$ cat src/rtl/imem_load_ctrl.sv
// Instruction-memory load controller: streams a host image into the memory,
// verifies it by checksum readback, then hands the read port to CPU fetch.
module imem_load_ctrl #(
  parameter int ADDR_W = 10,
  parameter int DATA_W = 32,
  parameter int DEPTH  = 1024
) (
  input  logic              clk,
  input  logic              rst_n,
  input  logic              start,
  input  logic [ADDR_W:0]   load_len,
  input  logic [DATA_W-1:0] exp_sum,
  input  logic              s_valid,
  input  logic [DATA_W-1:0] s_data,
  output logic              s_ready,
  input  logic [ADDR_W-1:0] pc_fetch_addr,
  output logic [ADDR_W-1:0] mem_a,
  output logic [DATA_W-1:0] mem_d,
  output logic              mem_we,
  output logic [ADDR_W-1:0] mem_dpra,
  input  logic [DATA_W-1:0] mem_dpo,
  output logic [DATA_W-1:0] instr,
  output logic              cpu_run,
  output logic              busy,
  output logic              done,
  output logic              err,
  output logic [1:0]        err_code,
  output logic [ADDR_W:0]   words_loaded
);

  localparam logic [ADDR_W:0] DEPTH_L = (ADDR_W+1)'(DEPTH);

  typedef enum logic [2:0] {
    ST_IDLE,
    ST_LOAD,
    ST_VERIFY,
    ST_RUN,
    ST_ERROR
  } state_t;

  state_t              state_q, state_d;
  logic [ADDR_W:0]     len_q, len_d;
  logic [DATA_W-1:0]   exp_q, exp_d;
  logic [ADDR_W:0]     wr_ptr_q, wr_ptr_d;
  logic [ADDR_W:0]     rd_ptr_q, rd_ptr_d;
  logic [DATA_W-1:0]   stream_sum_q, stream_sum_d;
  logic [DATA_W-1:0]   rb_sum_q, rb_sum_d;
  logic [ADDR_W:0]     words_q, words_d;
  logic                done_q, done_d;
  logic                err_q, err_d;
  logic [1:0]          err_code_q, err_code_d;
  logic                s_ready_q, s_ready_d;
  logic                hs;

  assign hs = (state_q == ST_LOAD) && s_ready_q && s_valid;

  always_ff @(posedge clk or negedge rst_n) begin
    if (!rst_n) begin
      state_q      <= ST_IDLE;
      len_q        <= '0;
      exp_q        <= '0;
      wr_ptr_q     <= '0;
      rd_ptr_q     <= '0;
      stream_sum_q <= '0;
      rb_sum_q     <= '0;
      words_q      <= '0;
      done_q       <= 1'b0;
      err_q        <= 1'b0;
      err_code_q   <= 2'b00;
      s_ready_q    <= 1'b0;
    end else begin
      state_q      <= state_d;
      len_q        <= len_d;
      exp_q        <= exp_d;
      wr_ptr_q     <= wr_ptr_d;
      rd_ptr_q     <= rd_ptr_d;
      stream_sum_q <= stream_sum_d;
      rb_sum_q     <= rb_sum_d;
      words_q      <= words_d;
      done_q       <= done_d;
      err_q        <= err_d;
      err_code_q   <= err_code_d;
      s_ready_q    <= s_ready_d;
    end
  end

  always_comb begin
    state_d      = state_q;
    len_d        = len_q;
    exp_d        = exp_q;
    wr_ptr_d     = wr_ptr_q;
    rd_ptr_d     = rd_ptr_q;
    stream_sum_d = stream_sum_q;
    rb_sum_d     = rb_sum_q;
    words_d      = words_q;
    done_d       = done_q;
    err_d        = err_q;
    err_code_d   = err_code_q;
    s_ready_d    = s_ready_q;

    case (state_q)
      ST_IDLE, ST_RUN, ST_ERROR: begin
        if (start) begin
          len_d        = load_len;
          exp_d        = exp_sum;
          done_d       = 1'b0;
          err_d        = 1'b0;
          err_code_d   = 2'b00;
          wr_ptr_d     = '0;
          rd_ptr_d     = '0;
          stream_sum_d = '0;
          rb_sum_d     = '0;
          words_d      = '0;
          if ((load_len == '0) || (load_len > DEPTH_L)) begin
            state_d    = ST_ERROR;
            err_d      = 1'b1;
            err_code_d = 2'b11;
            s_ready_d  = 1'b0;
          end else begin
            state_d   = ST_LOAD;
            s_ready_d = 1'b1;
          end
        end
      end
      ST_LOAD: begin
        if (hs) begin
          wr_ptr_d     = wr_ptr_q + 1'b1;
          stream_sum_d = stream_sum_q + s_data;
          words_d      = words_q + 1'b1;
          if (words_q == len_q - 1'b1) begin
            state_d   = ST_VERIFY;
            s_ready_d = 1'b0;
          end
        end
      end
      ST_VERIFY: begin
        // rd_ptr reaching len means all len words have been summed; compare now
        if (rd_ptr_q == len_q) begin
          if (stream_sum_q != exp_q) begin
            state_d    = ST_ERROR;
            err_d      = 1'b1;
            err_code_d = 2'b01;
          end else if (rb_sum_q != stream_sum_q) begin
            state_d    = ST_ERROR;
            err_d      = 1'b1;
            err_code_d = 2'b10;
          end else begin
            state_d = ST_RUN;
            done_d  = 1'b1;
          end
        end else begin
          rb_sum_d = rb_sum_q + mem_dpo;
          rd_ptr_d = rd_ptr_q + 1'b1;
        end
      end
      default: state_d = ST_IDLE;
    endcase
  end

  always_comb begin
    mem_a    = '0;
    mem_d    = '0;
    mem_we   = 1'b0;
    mem_dpra = '0;
    instr    = '0;
    cpu_run  = 1'b0;
    busy     = 1'b0;
    case (state_q)
      ST_LOAD: begin
        mem_a  = wr_ptr_q[ADDR_W-1:0];
        mem_d  = s_data;
        mem_we = hs;
        busy   = 1'b1;
      end
      ST_VERIFY: begin
        mem_dpra = rd_ptr_q[ADDR_W-1:0];
        busy     = 1'b1;
      end
      ST_RUN: begin
        mem_dpra = pc_fetch_addr;
        instr    = mem_dpo;
        cpu_run  = 1'b1;
      end
      default: ;
    endcase
  end

  assign s_ready      = s_ready_q;
  assign done         = done_q;
  assign err          = err_q;
  assign err_code     = err_code_q;
  assign words_loaded = words_q;

endmodule

$ cat config.mk
export PLATFORM = sky130hd
export DESIGN_NAME = imem_load_ctrl
export DESIGN_NICKNAME = d
export VERILOG_FILES = /design/src/rtl/imem_load_ctrl.sv
export SDC_FILE = /design/constraint.sdc
export NUM_CORES = 1
export LEC_CHECK = 0
export ABC_AREA = 1
export CORE_MARGIN = 1
export CORE_UTILIZATION = 49
export CTS_CLUSTER_DIAMETER = 30
export DETAILED_ROUTE_END_ITERATION = 7
export GPL_ROUTABILITY_DRIVEN = 0
export GPL_TIMING_DRIVEN = 0
export PLACE_DENSITY = 0.9
export SLEW_MARGIN = 30
export SYNTH_ARGS = -nofsm -noshare
export SYNTH_HDL_FRONTEND = slang
export SYNTH_SLANG_ARGS = --single-unit
$ cat constraint.sdc
create_clock -name clk -period 1.95 [get_ports clk]
set_clock_uncertainty 0.1 [all_clocks]
set_input_delay 0.39 -clock clk [delete_from_list [all_inputs] [get_ports clk]]
set_output_delay 0.39 -clock clk [all_outputs]
set_load 0.02 [all_outputs]
==> impl_metrics.tcl, run 1 <==
set metrics [dict create \
    ys_types 42 \
    stop_stage "5_1_grt" \
    syn_avg_cell_area_sq_um 6.27 \
    gr-total-overflow 8 \
    synth_cells 1955 \
    ys_seq_elements 147 \
    cts_max_level 4 \
    error "[ERROR GRT-0232] Routing congestion too high. Check the congestion heatmap in the GUI." \
    async_reset_ff_share_pct 100 \
    rows 57 \
    postGrtWorstEndpoint "busy" \
    start_util_pct 50.1 \
    dp_hpwl_microns 32200 \
    grt_max_degree 87 \
    die_x_microns 160 \
    clockBufferDepth 2 \
    numCtsBuffers 17 \
    portBuffers 223 \
    cts_sinks 147 \
    synth_edf_count 0 \
    synth_area_sq_um 12300 \
    mappedNetlistNets 2144 \
    worstEndpointType "primary output" \
    status "stopped before the end" \
    synth_warnings 0 \
    ys_seq_area_share_pct 30.0 \
    io_pins 224 \
    grt_use_total_pct 73.0 \
    numPlacedInstances 2503 \
    pre_cts_slack_ns -0.995 \
    root_buffer "clkbuf_16" \
    synth_ff_type "dfrtp_1" \
    die_height_microns 160 \
]
[Yosys cell counts (5+ instances only)]
| cell type | count | area, sq um |
|---|---|---|
| a21o_1 | 10 | 75.1 |
| a21oi_1 | 122 | 611 |
| buf_1 | 5 | 18.8 |
| buf_2 | 8 | 40.0 |
| buf_6 | 9 | 101 |
| clkbuf_1 | 21 | 78.8 |
| dfrtp_1 | 147 | 3680 |
| ha_1 | 66 | 826 |
| inv_1 | 249 | 935 |
| inv_2 | 5 | 18.8 |
| nand2_1 | 610 | 2290 |
| nand3_1 | 97 | 485 |
| nand3b_1 | 9 | 67.6 |
| nand4_1 | 29 | 181 |
| nor2_1 | 272 | 1020 |
| nor3_1 | 31 | 155 |
| nor4_1 | 6 | 37.5 |
| o21ai_0 | 151 | 756 |
| o21ai_1 | 13 | 65.1 |
| o22ai_1 | 12 | 75.1 |
| xnor2_1 | 12 | 105 |
| xor2_1 | 34 | 298 |
[metrics by stage]
| stage | hold slack (ns) | area (sq um) |
|---|---|---|
| 3_3_place_gp | 0.384 | 14900 |
| 3_5_place_dp | 0.249 | 15000 |
| 2_1_floorplan | -0.00559 | 12300 |
| 4_1_cts | 0.375 | 17600 |
[cells by family after synthesis]
kind of cell	after synthesis	synth area share, %
buffers and inverters	299	9.81
flip-flops	147	30.0
AO/OA/AOI/OAI	323	13.8
XOR/XNOR	46	3.29
adder cells (fa/ha/maj)	68	7.06
AND/OR/NAND/NOR	1072	36.0
[metal layers]
layer  GRT overflow  global-route usage, %
met1              0                   72.1
met2              3                   89.5
met3              0                   61.2
met4              5                   67.3
met5              0                   37.9
[repair_timing]
action,in CTS
cloned,12
resized for setup,896
endpoints found under the setup margin,237
pin swaps,45
endpoints found under the hold margin,61
hold buffers,1
setup buffers,65
==> inputs of run 2 (changes only) <==
- CORE_UTILIZATION: 49 -> 40
- CTS_CLUSTER_DIAMETER: 30 -> not set
- PLACE_DENSITY: 0.9 -> not set
- PLACE_DENSITY_LB_ADDON: not set -> 0.15
- clock period: 1.95 -> 2.5 ns (I/O delays scaled with it)
==> run 2 against run 1 <==
- the flow now finishes without violations
- synthesized area stayed put
- synthesized cell count stayed put
==> impl_metrics.tcl, run 2 <==
set metrics [dict create \
    mappedNetlistNets 2144 \
    synth_common_cells "610 x nand2_1, 272 x nor2_1, 249 x inv_1" \
    holdPathStages 2 \
    synth_cells 1955 \
    slew_headroom_pct 31.7 \
    period_needed_ns 2.45 \
    synth_compound_gate_area_share_pct 13.8 \
    drt-initial-drc-count 1101 \
    leakage_nw 8.15 \
    async_reset_ff_share_pct 100 \
    final_common_cell "nand2_1" \
    clockBufferDepth 2 \
    cp.buffers_inverters 4 \
    grt_use_total_pct 27.0 \
    final_nets 2400 \
    root_buffer "clkbuf_16" \
    synth_mux_area_share_pct 0 \
    synth_top_family_by_area "simple AND/OR/NAND/NOR gates" \
    r2r_end "stream_sum_q[27]" \
    dp_hpwl_microns 33600 \
    tightestPinTransition_ns 1.03 \
    cts_sinks 147 \
    cp_top_family "buffers and inverters" \
    r2r_cells 13 \
    final_core_util_pct 52.6 \
    final_cell_mix "608 x nand2_1, 272 x nor2_1, 247 x inv_1, 146 x dfrtp_1, 142 x o21ai_0" \
    rsz0062_at_grt "false" \
    pre_cts_slack_ns -0.720 \
    synth.most_common_cell "nand2_1" \
    die_area_sq_um 31400 \
    min_to "exp_q[30]" \
    yosys.area_share.simple_pct 36.0 \
    worstHoldPathType "reg2reg" \
    irDropWorstVdd_v 0.000540 \
    synth_area_leader_cell "dfrtp_1" \
    drc 0 \
    crit_fanout 6 \
    cts_tree "done" \
    crit_path_start_kind "register" \
    wl_per_cell_microns 16.0 \
    slew_violations 0 \
    max_stage_delay_ns 0.39 \
    rows 63 \
    firstDrtPassIters 8 \
    cap_violations 0 \
    vias 13520 \
    final_hold_viol_count 0 \
    synth_adder_area_share_pct 7.06 \
    cts_max_level 4 \
    drt-total-wl_microns 41900 \
    min_from "exp_q[30]" \
    portBuffers 223 \
    critPathKind "reg2out" \
    synth_edf_count 0 \
    synthDominantCellAreaShare_pct 30.0 \
    hold_ws_ns 0.400 \
    syn_avg_cell_area_sq_um 6.27 \
    setup_ws_ns 0.0546 \
    reg2reg_slack_ns 0.12 \
    vias_per_cell 5.17 \
    synth_warnings 0 \
    clk_latency_ns 0.43 \
    path_cells "inv_2 -> nand3_4 -> buf_6 -> inv_4 -> nand2_1 -> o21ai_0 -> clkdlybuf4s15_2" \
    area_delta_synth_final_pct 28.2 \
    min_period_over_period_pct 97.8 \
    end_kind "primary output" \
    synth_area_leaders "dfrtp_1 30%, nand2_1 19%, nor2_1 8.3%" \
    start_util_pct 41.0 \
    ys_seq_elements 147 \
    die_height_microns 177 \
    grt_pass1_wl_microns 65400 \
    numCtsBuffers 17 \
    drive_gt1_share_pct 6.47 \
    power_density_nw_per_um2 948 \
    cp.arrival_ns 1.85 \
    max_freq_ghz 0.409 \
    die_x_microns 177 \
    finalSetupViolCount 0 \
    path_clk_slew_ns 0.07 \
    crit_path_top_delay_cell "dfrtp_1" \
    ys_types 42 \
    r2r_start "state_q[1]" \
    grt_max_degree 82 \
    synth_area_sq_um 12300 \
    antenna_found_initial 0 \
    ant_nets 0 \
    synth-xor-area-share_pct 3.29 \
    ys_seq_area_share_pct 30.0 \
    core_sq_um 29900 \
    n_antenna_cell 0 \
    grt_pass1_vias 12324 \
    synth_ff_type "dfrtp_1" \
    status "complete, no violations" \
    gr-total-overflow 0 \
    critical_path_required_ns 1.90 \
    largestRegisters "exp_q x32, rb_sum_q x32, stream_sum_q x32" \
    io_pins 224 \
]
run 2: worst max-delay path by stage:
stage	from	endpoint	slack (ns)	cells past startpoint
2_1_floorplan	s_data[0]	stream_sum_q[30]	0.30	12
6_report	state_q[2]	mem_dpra[5]	0.05	7
3_3_place_gp	rst_n	wr_ptr_q[4]	-5.41	1
5_1_grt	state_q[1]	mem_a[9]	0.001	5
3_5_place_dp	mem_dpo[0]	rb_sum_q[30]	-0.72	14
4_1_cts	state_q[1]	mem_d[26]	0.0008	6
run 2: worst register-to-register path, cell delays in order (launching register included):
cell and delay, ns:
dfrtp_2 0.44, inv_2 0.11, nand3_4 0.16, nor2_4 0.21
buf_4 0.19, buf_4 0.18, o21ai_2 0.07, nor2_2 0.15
buf_6 0.18, inv_4 0.07, buf_6 0.14, buf_6 0.15
nand2_1 0.07, nand2_1 0.07
run 2: area by class of cell:
class                           instances  area [sq um]
Multi-Input combinational cell       1509          7430
Clock buffer                           18           429
Buffer                                 42           305
Inverter                              256           966
Timing Repair Buffer                  238          2250
Fill cell                            3066         14200
Sequential cell                       147          3680
Tap cell                              390           488
Clock inverter                         14           173
run 2: stage by stage:
step                      setup TNS [ns]  power (mW)  instance area, sq um  instances
after floorplan                        0        9.32                 12300       1955
after global placement           -817.92        12.0                 15000       2568
after detailed placement          -26.85        12.1                 15000       2570
after CTS                              0        14.8                 15600       2610
after global routing                   0        16.1                 15700       2614
final                                  0        14.9                 15700       2614
run 2: power breakdown:
part | internal [mW] | leakage (nW) | switching, mW
Clock | 1.51 | 0.292 | 1.17
Combinational | 2.94 | 5.91 | 5.33
Sequential | 3.10 | 1.96 | 0.865
Total | 7.55 | 8.15 | 7.36
run 2: repair_timing:
item / CTS / global route
pin swaps: 3 / 4
setup buffers: 7 / 4
hold endpoints to repair: 38 / 0
setup endpoints to repair: 106 / 92
gates resized for setup: 197 / 51
hold buffers: 1 / 0
gates cloned: 0 / 1
run 2: logic make-up (layout without fill, tap and decap cells):
group                      after synthesis  in the layout
and+or+nand+nor                       1072           1072
AOI/OAI and AO/OA                      323            323
buffers and inverters                  299            568
DFF                                    147            147
adders and majority gates               68             68
xor gates and xnor gates                46             46
run 2: metal layers:
layer,wire length (microns),GRT usage (%),vias up
met5,0,0,-
met4,958,7.83,0
met3,2580,3.16,61
met2,18600,42.8,472
met1,19700,38.4,6183
li1,-,-,6804
(Power assumes the default switching activity.)
